## config.mk

```make
export PLATFORM = sky130hd
export DESIGN_NAME = alu_div_unit
export DESIGN_NICKNAME = d
export VERILOG_FILES = /design/src/rtl/alu_div_unit.sv
export SDC_FILE = /design/constraint.sdc
export NUM_CORES = 1
export LEC_CHECK = 0
export BUFFER_PORTS_ARGS = -buffer_cell sky130_fd_sc_hd__buf_2
export CAP_MARGIN = 20
export CORE_MARGIN = 5
export CORE_UTILIZATION = 43
export CTS_BUF_LIST = sky130_fd_sc_hd__clkbuf_8 sky130_fd_sc_hd__clkbuf_16
export DETAILED_ROUTE_END_ITERATION = 10
export SYNTH_ARGS = -nofsm -noshare
export SYNTH_HDL_FRONTEND = slang
export SYNTH_SLANG_ARGS = --single-unit
```

## constraint.sdc

```tcl
create_clock -name clk -period 3.4 [get_ports clk]
set_input_delay 0.17 -clock clk [delete_from_list [all_inputs] [get_ports clk]]
set_output_delay 0.17 -clock clk [all_outputs]
set_load 0.005 [all_outputs]
```

## src/rtl/alu_div_unit.sv

```systemverilog
// rtl/alu_div_unit.sv - iterative radix-2 restoring divide/remainder unit (DIV, REM, DIVU, REMU)
module alu_div_unit #(
  parameter int bits = 64
) (
  input  logic            clk,
  input  logic            rst_n,
  input  logic            start,
  input  logic [4:0]      s,
  input  logic [bits-1:0] x,
  input  logic [bits-1:0] y,
  output logic            busy,
  output logic            done,
  output logic [bits-1:0] z
);

  typedef enum logic [1:0] {IDLE, CALC, DONE} state_t;

  localparam int              CW       = $clog2(bits + 1);
  localparam logic [CW-1:0]   CNT_INIT = CW'(bits);
  localparam logic [bits-1:0] MIN_VAL  = {1'b1, {(bits-1){1'b0}}};

  state_t          state_q, state_d;
  logic [CW-1:0]   cnt_q, cnt_d;
  logic [bits-1:0] dvd_q, dvd_d;
  logic [bits-1:0] dvs_q, dvs_d;
  logic [bits-1:0] rem_q, rem_d;
  logic [bits-1:0] z_q, z_d;
  logic            op_rem_q, op_rem_d;
  logic            qneg_q, qneg_d;
  logic            rneg_q, rneg_d;
  logic            div0_q, div0_d;
  logic            ovf_q, ovf_d;

  logic            is_div, is_signed, accept;
  logic            x_neg, y_neg;
  logic [bits-1:0] x_mag, y_mag;
  logic [bits:0]   trial, diff;
  logic            ge;
  logic [bits-1:0] q_fix, r_fix;

  always_comb begin
    is_div    = (s == 5'd8) || (s == 5'd9) || (s == 5'd22) || (s == 5'd23);
    is_signed = (s == 5'd8) || (s == 5'd9);
    accept    = start && is_div && (state_q != CALC);
    x_neg     = is_signed && x[bits-1];
    y_neg     = is_signed && y[bits-1];
    x_mag     = x_neg ? -x : x;
    y_mag     = y_neg ? -y : y;

    // The remainder stays below the divisor, so a successful trial subtract always fits in bits.
    trial = {rem_q, dvd_q[bits-1]};
    diff  = trial - {1'b0, dvs_q};
    ge    = trial >= {1'b0, dvs_q};

    q_fix = qneg_q ? -dvd_q : dvd_q;
    r_fix = rneg_q ? -rem_q : rem_q;
    if (div0_q) begin
      q_fix = '1;
    end
    if (ovf_q) begin
      q_fix = MIN_VAL;
      r_fix = '0;
    end
  end

  always_comb begin
    state_d  = state_q;
    cnt_d    = cnt_q;
    dvd_d    = dvd_q;
    dvs_d    = dvs_q;
    rem_d    = rem_q;
    z_d      = z_q;
    op_rem_d = op_rem_q;
    qneg_d   = qneg_q;
    rneg_d   = rneg_q;
    div0_d   = div0_q;
    ovf_d    = ovf_q;

    case (state_q)
      IDLE, DONE: begin
        if (accept) begin
          state_d  = CALC;
          cnt_d    = CNT_INIT;
          dvd_d    = x_mag;
          dvs_d    = y_mag;
          rem_d    = '0;
          op_rem_d = (s == 5'd9) || (s == 5'd23);
          qneg_d   = x_neg ^ y_neg;
          rneg_d   = x_neg;
          div0_d   = (y == '0);
          ovf_d    = is_signed && (x == MIN_VAL) && (y == '1);
        end else begin
          state_d = IDLE;
        end
      end
      CALC: begin
        if (cnt_q != '0) begin
          // The dividend register doubles as the quotient: bits leave the top, quotient bits enter the bottom.
          rem_d = ge ? diff[bits-1:0] : trial[bits-1:0];
          dvd_d = {dvd_q[bits-2:0], ge};
          cnt_d = cnt_q - 1'b1;
        end else begin
          state_d = DONE;
          z_d     = op_rem_q ? r_fix : q_fix;
        end
      end
      default: state_d = IDLE;
    endcase
  end

  always_ff @(posedge clk or negedge rst_n) begin
    if (!rst_n) begin
      state_q  <= IDLE;
      cnt_q    <= '0;
      dvd_q    <= '0;
      dvs_q    <= '0;
      rem_q    <= '0;
      z_q      <= '0;
      op_rem_q <= 1'b0;
      qneg_q   <= 1'b0;
      rneg_q   <= 1'b0;
      div0_q   <= 1'b0;
      ovf_q    <= 1'b0;
    end else begin
      state_q  <= state_d;
      cnt_q    <= cnt_d;
      dvd_q    <= dvd_d;
      dvs_q    <= dvs_d;
      rem_q    <= rem_d;
      z_q      <= z_d;
      op_rem_q <= op_rem_d;
      qneg_q   <= qneg_d;
      rneg_q   <= rneg_d;
      div0_q   <= div0_d;
      ovf_q    <= ovf_d;
    end
  end

  assign busy = (state_q == CALC);
  assign done = (state_q == DONE);
  assign z    = z_q;

endmodule

```

Word level (Yosys, flattened, before mapping)
Index checks and enable logic that the tools add are counted.

storage, ports and cells
  register bits after elaboration = 270
  input bits = 136
  output and inout bits = 66
  word-level logic and storage cells = 71

cells by class
  $add $sub $neg = 6
  magnitude comparators = 1
  eq/ne operators = 12
  mux-type cells = 21
  bitwise logic cells = 2
  reduce and logical (&&, ||, !) cells = 18

operators with widths
  operator                                                                  number
  64-bit 2-to-1 mux                                                         13
  64-bit negator                                                            4
  64-bit one-hot mux with 2 select lines                                    2
  64-bit == test (second input constant)                                    2
  65-bit by 64-bit greater-or-equal comparator with 1-bit output            1
  64-bit zero test                                                          1
  64-bit subtractor                                                         1
  7-bit 2-to-1 mux                                                          2
  7-bit one-hot mux with 2 select lines                                     1
  5-bit by 4-bit == test with 1-bit output (second input constant)          2
  5-bit == test (second input constant)                                     2
  7-bit nonzero test                                                        1
  7-bit by 1-bit subtractor with 7-bit output (second input constant)       1
  1-bit logical AND                                                         6
  1-bit logical OR                                                          4
  2-bit by 1-bit inequality test with 1-bit output (second input constant)  2
  2-bit inequality test (second input constant)                             2
  2-bit one-hot mux with 2 select lines                                     1
  2-bit AND reduction                                                       2
  3-bit AND reduction                                                       1
  2-bit by 1-bit == test with 1-bit output (second input constant)          1
  2-bit == test (second input constant)                                     1
  2-bit zero test                                                           1
  2-bit 2-to-1 mux                                                          1
  other kinds (5)                                                           5

Logic depth before layout (Yosys ltp)
Gate-level depths: netlist of the first run.

  depth in word-level cells = 8
  mapped depth = 16
  gate-level depth less buffers = 14

Worst setup path before layout of the first run
Ideal clock, no wire load.

  path type = flip-flop to flip-flop
  start = register rem_q[25]
  end = register rem_q[51]
  setup time = 0.132 ns
  arrival = 3.194 ns
  required time = 3.268 ns
  setup slack = 0.073 ns
  stages on the path, launching flop included = 16
  path buffers = 4
  clock period less this slack = 3.327 ns
  cells stage by stage = dfrtp_1 > ha_1 > clkbuf_2 > and3_1 > buf_4 > a2111oi_1 > or4_1 > nor3_1 > a21oi_1 > a2111oi_4 > o21ai_2 > a21o_1 > buf_4 > buf_2 > a32oi_1 > o21ai_1

between the ends
  word-level cells in the longest chain between the ends = 4
  elaborated cells on any way between the ends = 5
  classes of those cells = add/sub: 1; order compare: 1; mux: 3

ends and longest elaborated chain
  item                                                                                                        RTL line  source
  from (decl)                                                                                                 26        logic [bits-1:0] rem_q, rem_d;
  from (signal assigned)                                                                                      129       rem_q <= rem_d;
  64-bit subtractor / 65-bit by 64-bit greater-or-equal comparator with 1-bit output (equally long branches)  52, 53
  64-bit 2-to-1 mux *                                                                                         99        rem_d = ge ? diff[bits-1:0] : trial[bits-1:0];
  64-bit 2-to-1 mux *                                                                                         97        if (cnt_q != '0) begin
  64-bit one-hot mux with 2 select lines *                                                                    79        case (state_q)

Mark *: on every way between the ends. The rest lies on a longest branch, timed or not. The select of a mux whose other input is x is not followed.
A chain may end at the register's enable or synchronous reset.

Worst setup path after layout of the first run
  start = register rem_q[26]
  end = register rem_q[55]

The elaborated chain is that of the path after synthesis.

==> impl_metrics.csv, run 1 <==
group,metric,value,unit
worst_setup_path,path_class,"flop to flop",
logic_synthesis,synth.distinct_cells,78,
grt,antenna_found_initial,0,
power_and_ir_drop,combPwrFrac,0.677,
logic_synthesis,syn_avg_cell_area,7.95,um2
power_and_ir_drop,total_power,30.2,mW
timing,report.final.setup_viol,1,
status,status,"complete, but fails checks",
status,violations,"negative setup slack",
worst_setup_path,crit_path_max_fanout,27,
place,io_buffers,201,
worst_setup_path,cp.arrival,3.86,ns
place,placed_area,0.0243,mm2
floorplan,fp.dieW,232,um
power_and_ir_drop,seq_power_share,0.208,
power_and_ir_drop,p_int,15.7,mW
timing,tightestPinTransition,0.865,ns
final_layout,final_core_util,0.542,
timing,fmax,0.294,GHz
cts,root_buffer,"clkbuf_16",
power_and_ir_drop,peakVddDrop,691,uV
worst_setup_path,endpoint_kind,"flop",
grt,grt_max_degree,154,
drt,route.vias.total,21327,
cts,clockBufferDepth,3,
drt,wl_per_cell,19.8,um
timing,rsz0062_at_grt,"yes",
timing,maxSlewViolCount,0,
worst_setup_path,crit_path_top_delay_cell,"or4_4",
drt,drc,0,
cts,clkTransAtPathRegs,0.06,ns
cts,cts_tree,"built",
timing,setup_slack,-0.00291,ns
drt,drt_iter0_markers,1616,
logic_synthesis,yosysSeqAreaShare,0.319,
timing,relSlewSlack,0.424,
cts,clk-insertion-delay-late,0.59,ns
worst_setup_path,slowest_delay,0.49,ns
logic_synthesis,synthCells,2661,
drt,antenna_left,0,
worst_setup_path,start_kind,"flop",
logic_synthesis,synth-edff-count,0,
power_and_ir_drop,p_switching,14.5,mW
floorplan,rows,81,
floorplan,ioPinCount,202,
flow_run,maxCapViolCount,0,
logic_synthesis,syn_area,0.0212,mm2
logic_synthesis,yosysWarnings,0,
power_and_ir_drop,p_per_area,1140,mW/mm2
cts,cts-buffers-inserted,30,
power_and_ir_drop,swShare,0.481,
grt,grt_pass1_wl,116000,um
drt,vias_per_cell,5.69,
final_layout,layout-drive-gt1-share,0.189,
floorplan,core,0.0488,mm2
hold_path,min_path_type,"primary input to flop",
power_and_ir_drop,power_leakage,11.7,nW
logic_synthesis,synth_ff_type,"dfrtp_1",
floorplan,chipHeight,232,um
floorplan,initial_utilization,0.433,
logic_synthesis,ys_ff_latch,270,
timing,fin_worst_skew,0.0121,ns
final_layout,design_area,0.0265,mm2
cts,clock-sinks,270,
cts,cts_max_level,1,
worst_setup_path,critPathRequiredTime,3.86,ns
grt,grt_pass1_vias,20923,
final_layout,antennaDiodeCount,0,
timing,fin_crit_sh,1.00,
logic_synthesis,synth_nets,2869,
timing,fin_tns_setup,-0.00291,ns
logic_synthesis,async_flop_share,1.00,
drt,first_pass_iters,6,
final_layout,layout_common_cells,"nand2_1, o21ai_0, dfrtp_1, a21oi_1, buf_4",
floorplan,die-area,0.0538,mm2
power_and_ir_drop,clockPowerShare,0.115,
final_layout,area_growth,25.2,%
worst_setup_path,crit_chain,"ha_1 -> and3_4 -> a2111oi_1 -> or4_4 -> nor3_2 -> a21oi_1 -> buf_4 -> a2111oi_4 -> o21ai_2 -> buf_4 -> a21o_1 -> buf_12 -> a32oi_1 -> o21ai_2",
place,gpl.final_weighted_congestion,0.940,
timing,layout_min_cycle_time,3.40,ns
final_layout,fin_nets,3269,
drt,wl,74300,um
grt,grt_use_total,0.266,
place,place_hpwl,57100,um
grt,grt-ovfl-total,0,
final_layout,final_common_cell,"nand2_1",
timing,hold_viol,0,
-- power groups by stage --
stage | Clock [mW] | Sequential, mW | Combinational, mW
after global routing | 3.65 | 6.43 | 22.4
after detailed placement | 0 | 6.23 | 19.2
after CTS | 3.54 | 6.19 | 19.7
after global placement | 0 | 6.16 | 19.0
after floorplan | 0 | 5.80 | 12.6
final | 3.47 | 6.27 | 20.4
-- worst max-delay path: cells and delay by family (launching register included) --
kind | cells | cell delay (ns)
adder cells (fa/ha/maj) | 1 | 0.35
buffers and inverters | 3 | 0.50
flip-flops | 1 | 0.43
AND/OR/NAND/NOR | 3 | 0.82
AO/OA/AOI/OAI | 7 | 1.17
-- final timing paths --
path	slack (ns)	start	to	cells past startpoint
max	-0.003	rem_q[26]	rem_q[55]	14
min	0.02	y[3]	dvs_q[3]	3
max reg2reg	-0.003	rem_q[26]	rem_q[55]	14
min reg2reg	0.47	z[29]	z[29]	1
max in group asynchronous	2.30	rst_n	dvs_q[9]	3
min in group asynchronous	0.18	rst_n	dvd_q[59]	2
-- Yosys cell counts, drive strengths merged (42+ instances only) --
cell | count | share of area
or3 | 53 | 0.016
inv | 104 | 0.018
xor2 | 184 | 0.076
nor3 | 64 | 0.016
clkbuf | 136 | 0.024
o31ai | 54 | 0.019
a21o | 54 | 0.019
nand2 | 339 | 0.060
nor2 | 172 | 0.031
xnor2 | 115 | 0.048
nand4 | 42 | 0.013
ha | 71 | 0.042
a21oi | 233 | 0.056
dfrtp | 270 | 0.32
o21ai | 314 | 0.074
-- repair_timing --
action / in CTS / in global routing
pin swaps: 6 / 11
hold endpoints to repair: 154 / 0
endpoints found under the setup margin: 58 / 77
buffers inserted: 2 / 7
hold buffers: 74 / 0
cloned: 2 / 2
gates resized for setup: 11 / 56
-- cell type report --
cell class / instances / area (um2)
Fill cell: 4629 / 22400
Sequential cell: 270 / 6760
Clock buffer: 37 / 858
Multi-Input combinational cell: 2134 / 13600
Clock inverter: 17 / 188
Timing Repair Buffer: 521 / 3820
Tap cell: 664 / 831
Inverter: 104 / 390
-- through the flow --
stage          setup WS, ns  instances  hold WS [ns]
2_1_floorplan        0.0732       2661        -0.126
3_3_place_gp         -0.100       3607         0.237
3_5_place_dp         -0.153       3607         0.232
4_1_cts             -0.0401       3739       0.00950
5_1_grt              -0.132       3747        0.0224
6_report           -0.00291       3747        0.0184
-- logic make-up (layout without fill, tap and decap cells) --
kind of cell | Yosys count | count (layout) | synth area share
multiplexers | 41 | 41 | 0.0194
XOR/XNOR | 299 | 299 | 0.124
flip-flops | 270 | 270 | 0.319
AND/OR/NAND/NOR | 848 | 848 | 0.190
AO/OA/AOI/OAI | 874 | 874 | 0.256
adder cells (fa/ha/maj) | 72 | 72 | 0.0429
buffers and inverters | 257 | 679 | 0.0487
-- per-layer routing --
metal  global-route usage  part of all wire
met3               0.0293             0.058
met1                0.390              0.47
met4               0.0799             0.032
met5                    0                 0
met2                0.415              0.44
-- flip-flops by register name (all words and copies together) (netlist names) --
name	count
div0_q	1
qneg_q	1
dvs_q	64
op_rem_q	1
dvd_q	64
cnt_q	7
rem_q	64
ovf_q	1
rneg_q	1
state_q	2
z	64
No activity file was read; power rests on OpenSTA's default activity.
==> run 2, diff against run 1 <==
- MAX_ROUTING_LAYER: default -> met4
- clock period: 3.4 -> 3.3 ns (I/O delays scaled with it)
==> impl_metrics.csv, run 2 (synthesis results as in run 1) <==
group,metric,value,unit
status,status,"complete, but fails checks",
status,violations,"negative setup slack",
final_layout,layout_common_cells,"nand2_1, buf_4, dfrtp_1, o21ai_0, a21oi_1",
final_layout,layout-drive-gt1-share,0.210,
grt,grt_max_degree,130,
worst_setup_path,startpoint,"rem_q[29]",
worst_setup_path,endpoint,"rem_q[5]",
final_layout,area_growth,27.7,%
floorplan,chipHeight,232,um
timing,fmax,0.298,GHz
place,place_hpwl,59000,um
final_layout,design_area,0.0270,mm2
grt,grt_pass1_vias,20996,
worst_setup_path,path_common_cell,"buf_12",
drt,wl_per_cell,20.1,um
worst_setup_path,slowest_delay,0.55,ns
place,gpl.final_weighted_congestion,0.958,
cts,clk-insertion-delay-late,0.58,ns
worst_setup_path,cp_num_cells,13,
floorplan,die-area,0.0538,mm2
hold_path,min_path_type,"primary input to flop",
timing,fin_tns_setup,-0.700,ns
drt,route.vias.total,21467,
worst_setup_path,critPathBufInv,3,
worst_setup_path,critPathRequiredTime,3.72,ns
place,dp.cells,3655,
final_layout,fin_nets,3324,
worst_setup_path,rrSetupSlack,-0.05,ns
place,io_buffers,201,
cts,cts-buffers-inserted,31,
timing,fin_crit_sh,1.02,
timing,setup_slack,-0.0522,ns
cts,cts_max_level,1,
floorplan,rows,81,
drt,first_pass_iters,5,
worst_setup_path,cp.arrival,3.77,ns
worst_setup_path,start_kind,"flop",
place,placed_area,0.0247,mm2
timing,rsz0062_at_grt,"yes",
timing,layout_min_cycle_time,3.35,ns
worst_setup_path,path_delay_family,"compound AO/OA/AOI/OAI gates",
grt,grt-ovfl-total,0,
drt,vias_per_cell,5.65,
worst_setup_path,crit_path_top_delay_cell,"or4_4",
drt,antenna_left,0,
cts,clockBufferDepth,3,
worst_setup_path,path_class,"flop to flop",
worst_setup_path,crit_chain,"ha_1 -> nand4_1 -> or4_4 -> nor3_2 -> a21oi_1 -> buf_4 -> a2111oi_4 -> o21ai_2 -> a21oi_4 -> buf_12 -> buf_12 -> mux2i_1 -> o21ai_0",
power_and_ir_drop,peakVddDrop,574,uV
timing,tightestPinTransition,0.987,ns
cts,root_buffer,"clkbuf_16",
hold_path,hold_depth,4,
cts,clkTransAtPathRegs,0.06,ns
grt,antenna_found_initial,2,
drt,drt_iter0_markers,1475,
timing,relSlewSlack,0.342,
floorplan,fp.dieW,232,um
worst_setup_path,reg2reg_depth,13,
flow_run,maxCapViolCount,0,
final_layout,final_common_cell,"nand2_1",
drt,wl,76400,um
timing,hold_viol,0,
power_and_ir_drop,power_leakage,12.0,nW
final_layout,final_cell_count_no_fill,3800,
cts,cts_tree,"built",
worst_setup_path,crit_path_max_fanout,7,
drt,drc,0,
worst_setup_path,reg2reg_to,"rem_q[5]",
grt,grt_pass1_wl,119000,um
worst_setup_path,reg2reg_from,"rem_q[29]",
cts,clock-sinks,270,
timing,report.final.setup_viol,25,
power_and_ir_drop,p_per_area,1190,mW/mm2
floorplan,core,0.0488,mm2
timing,maxSlewViolCount,0,
floorplan,initial_utilization,0.433,
timing,fin_worst_skew,0.0167,ns
grt,grt_use_total,0.282,
floorplan,ioPinCount,202,
worst_setup_path,endpoint_kind,"flop",
-- run 2: cell count changes in the layout (fill, tap and decap cells not counted), moves of 4 or more --
cell       delta
buf_4        +48
buf_8         +4
nand2_4       +4
o21ai_0       -5
nand2_1       -5
bufinv_16     -4
o21ai_1       +7
-- run 2: metal layers --
| metal | track usage | routed length, um | share of wire | up-vias |
|---|---|---|---|---|
| li1 | - | - | - | 10508 |
| met5 | - | 0 | 0 | - |
| met4 | 0.0753 | 2150 | 0.028 | 0 |
| met3 | 0.0322 | 4350 | 0.057 | 102 |
| met1 | 0.402 | 36100 | 0.47 | 10244 |
| met2 | 0.430 | 33800 | 0.44 | 613 |
-- run 2: worst register-to-register path, cell delays in order (launching register included) --
cell	delay [ns]
dfrtp_1	0.43
ha_1	0.32
nand4_1	0.16
or4_4	0.55
nor3_2	0.16
a21oi_1	0.09
buf_4	0.16
a2111oi_4	0.35
o21ai_2	0.15
a21oi_4	0.22
buf_12	0.19
buf_12	0.14
mux2i_1	0.18
o21ai_0	0.10
-- run 2: how the worst min path moves through the flow --
stage          startpoint        end  slack, ns
2_1_floorplan       rst_n   cnt_q[0]      -0.13
3_3_place_gp        rst_n   dvs_q[8]       0.19
3_5_place_dp        rst_n   dvs_q[7]       0.22
4_1_cts             x[46]  dvd_q[46]      0.005
5_1_grt             x[56]  dvd_q[56]       0.02
6_report            x[46]  dvd_q[46]       0.04
-- run 2: report_power, final --
part / switching (mW) / internal [mW]
Clock: 1.41 / 1.88
Sequential: 1.58 / 4.79
Combinational: 12.5 / 10.0
Total: 15.4 / 16.7
-- run 2: layout make-up --
type | instances | area [um2]
antenna | 1 | 2.50
clock buffer | 40 | 900
clock inverter | 12 | 50.0
fill | 4604 | 21800
inverter | 104 | 390
multi-input combinational | 2134 | 13800
sequential | 270 | 6760
tap | 664 | 831
timing repair buffer | 575 | 4260
-- run 2: repair_timing --
item | CTS | global route
endpoints found under the setup margin | 66 | 80
gates resized for setup | 37 | 75
hold endpoints to repair | 155 | 0
pin swaps | 18 | 41
gates cloned | 3 | 1
buffers inserted | 6 | 8
hold buffers | 75 | 0
-- run 2: through the flow --
step / setup slack, ns / hold slack [ns] / total power [mW] / util
detailed placement: -0.212 / 0.225 / 26.9 / 0.505
global placement: -0.155 / 0.189 / 26.7 / 0.505
finish: -0.0522 / 0.0417 / 32.1 / 0.553
global route: -0.207 / 0.0238 / 34.6 / 0.553
floorplan: 0.0275 / -0.131 / 19.0 / -
CTS: -0.112 / 0.00459 / 31.2 / 0.545
==> run 3, diff against run 2 <==
- ABC_AREA: default -> 1
==> impl_metrics.csv, run 3 <==
group,metric,value,unit
final_layout,area_growth,13.4,%
power_and_ir_drop,p_per_area,636,mW/mm2
floorplan,core,0.0614,mm2
timing,hold_viol,0,
worst_setup_path,endpoint,"rem_q[30]",
timing,setup_slack,0.227,ns
drt,route.vias.total,30931,
grt,antenna_found_initial,1,
logic_synthesis,synth_top_area_cell,"dfrtp_1",
grt,grt-ovfl-total,0,
drt,drt_iter0_markers,3503,
drt,drc,0,
place,gpl.final_weighted_congestion,1.03,
floorplan,rows,91,
timing,tightestPinTransition,0.887,ns
cts,clk-insertion-delay-late,0.59,ns
grt,grt_use_total,0.350,
floorplan,die-area,0.0667,mm2
logic_synthesis,async_flop_share,1.00,
final_layout,fin_nets,4992,
worst_setup_path,critPathRequiredTime,3.76,ns
worst_setup_path,endpoint_kind,"flop",
worst_setup_path,reg2reg_from,"dvd_q[63]",
worst_setup_path,rrSetupSlack,0.23,ns
worst_setup_path,start_kind,"flop",
logic_synthesis,netlist_top_cells_count,"nand2_1, inv_1, nor2_1",
cts,root_buffer,"clkbuf_16",
worst_setup_path,reg2reg_depth,16,
floorplan,initial_utilization,0.432,
drt,wl_per_cell,21.1,um
cts,cts_setup_buffers,0,
timing,fin_tns_setup,0,ns
timing,maxSlewViolCount,0,
worst_setup_path,path_class,"flop to flop",
grt,grt_pass1_vias,28378,
logic_synthesis,synth_top_cell_area_share,0.255,
logic_synthesis,synth_area_leaders,"dfrtp_1, nand2_1, inv_1",
logic_synthesis,yosysWarnings,0,
logic_synthesis,synth-edff-count,0,
grt,grt_max_degree,76,
cts,cts-buffers-inserted,35,
place,place_hpwl,96900,um
power_and_ir_drop,peakVddDrop,497,uV
logic_synthesis,yosysSeqAreaShare,0.255,
final_layout,layout_common_cells,"nand2_1, inv_1, nor2_1, nand3_1, o21ai_0",
grt,grt_pass1_wl,174000,um
drt,antenna_left,0,
logic_synthesis,synth_nets,4785,
cts,clkTransAtPathRegs,0.06,ns
place,pre_cts_slack,0.221,ns
floorplan,chipHeight,258,um
cts,cts_tree,"built",
timing,fin_crit_sh,0.931,
final_layout,layout-drive-gt1-share,0.0859,
drt,first_pass_iters,6,
power_and_ir_drop,power_leakage,15.6,nW
drt,vias_per_cell,5.52,
logic_synthesis,synth.most_common_cell,"nand2_1",
place,io_buffers,201,
worst_setup_path,crit_path_max_fanout,4,
status,status,"finished, final reports clean",
power_and_ir_drop,total_power,19.1,mW
cts,clock-sinks,270,
timing,fin_worst_skew,0.0297,ns
cts,clockBufferDepth,3,
logic_synthesis,syn_avg_cell_area,5.79,um2
timing,rsz0062_at_grt,"no",
timing,fmax,0.325,GHz
worst_setup_path,startpoint,"dvd_q[63]",
cts,cts_max_level,2,
timing,relSlewSlack,0.405,
flow_run,maxCapViolCount,0,
logic_synthesis,synthCells,4577,
hold_path,min_path_type,"primary input to flop",
worst_setup_path,cp.arrival,3.54,ns
worst_setup_path,reg2reg_to,"rem_q[30]",
floorplan,ioPinCount,202,
drt,wl,118000,um
logic_synthesis,syn_area,0.0265,mm2
timing,report.final.setup_viol,0,
timing,layout_min_cycle_time,3.07,ns
final_layout,final_common_cell,"nand2_1",
logic_synthesis,synth.distinct_cells,48,
logic_synthesis,synth_ff_type,"dfrtp_1",
floorplan,fp.dieW,258,um
logic_synthesis,ys_ff_latch,270,
-- run 3: how the worst min path moves through the flow --
stage / from / end / slack (ns) / depth (start not counted)
floorplan: rst_n / cnt_q[0] / -0.13 / 0
global placement: rst_n / dvs_q[13] / 0.19 / 1
detailed placement: rst_n / dvs_q[10] / 0.20 / 1
CTS: y[37] / dvs_q[37] / 0.004 / 3
global route: x[24] / dvd_q[24] / 0.03 / 4
finish: x[24] / dvd_q[24] / 0.03 / 4
-- run 3: stage by stage --
| stage | utilization | cells | hold slack (ns) | area [um2] |
|---|---|---|---|---|
| 2_1_floorplan | - | 4577 | -0.131 | 26500 |
| 3_5_place_dp | 0.463 | 5496 | 0.198 | 28400 |
| 4_1_cts | 0.489 | 5599 | 0.00363 | 30000 |
| 5_1_grt | 0.490 | 5599 | 0.0266 | 30000 |
| 3_3_place_gp | 0.463 | 5496 | 0.190 | 28400 |
| 6_report | 0.490 | 5601 | 0.0268 | 30000 |
-- run 3: final cells by class --
| cell class | count | area [um2] |
|---|---|---|
| diodes | 2 | 5.00 |
| clock buffers | 39 | 931 |
| inverters | 681 | 2560 |
| multi-input cells | 3490 | 16600 |
| clock inverters | 23 | 278 |
| well taps | 790 | 988 |
| fillers | 6754 | 31300 |
| repair buffers | 306 | 1960 |
| flip-flops and latches | 270 | 6760 |
-- run 3: critical path, cell delays in order (launching register included) --
cell and delay, ns:
dfrtp_1 0.41, clkinvlp_4 0.20, ha_1 0.25, inv_1 0.10
fa_1 0.43, nand3_1 0.11, nand3_1 0.18, nand2_1 0.11
nand2_1 0.10, nand2_1 0.08, nand2_1 0.14, nand2_1 0.10
nand2_1 0.18, xor2_1 0.35, nand2_1 0.09, nand3_1 0.07
o21ai_1 0.06
-- run 3: logic make-up after synthesis --
family / synth area share
and+or+nand+nor: 0.434
buffers and inverters: 0.121
adders and majority gates: 0.0343
xor gates and xnor gates: 0.0317
DFF: 0.255
AOI/OAI and AO/OA: 0.124
-- run 3: what timing repair did --
action / 4_1_cts / 5_1_grt
resized for setup: 0 / 2
hold buffers: 41 / 0
endpoints found under the setup margin: 0 / 14
hold endpoints to repair: 104 / 0
-- run 3: routing by layer --
metal | track usage | vias up | share of wire
li1 | - | 15087 | -
met1 | 0.495 | 14342 | 0.45
met2 | 0.495 | 1296 | 0.41
met3 | 0.0822 | 206 | 0.095
met4 | 0.115 | 0 | 0.039
met5 | - | - | 0
-- run 3: power by group --
group          internal (mW)  switching (mW)  leakage, nW
registers               3.85           0.973         3.27
logic                   3.25            6.91         11.7
clock network           2.44            1.69        0.611
total                   9.54            9.57         15.6
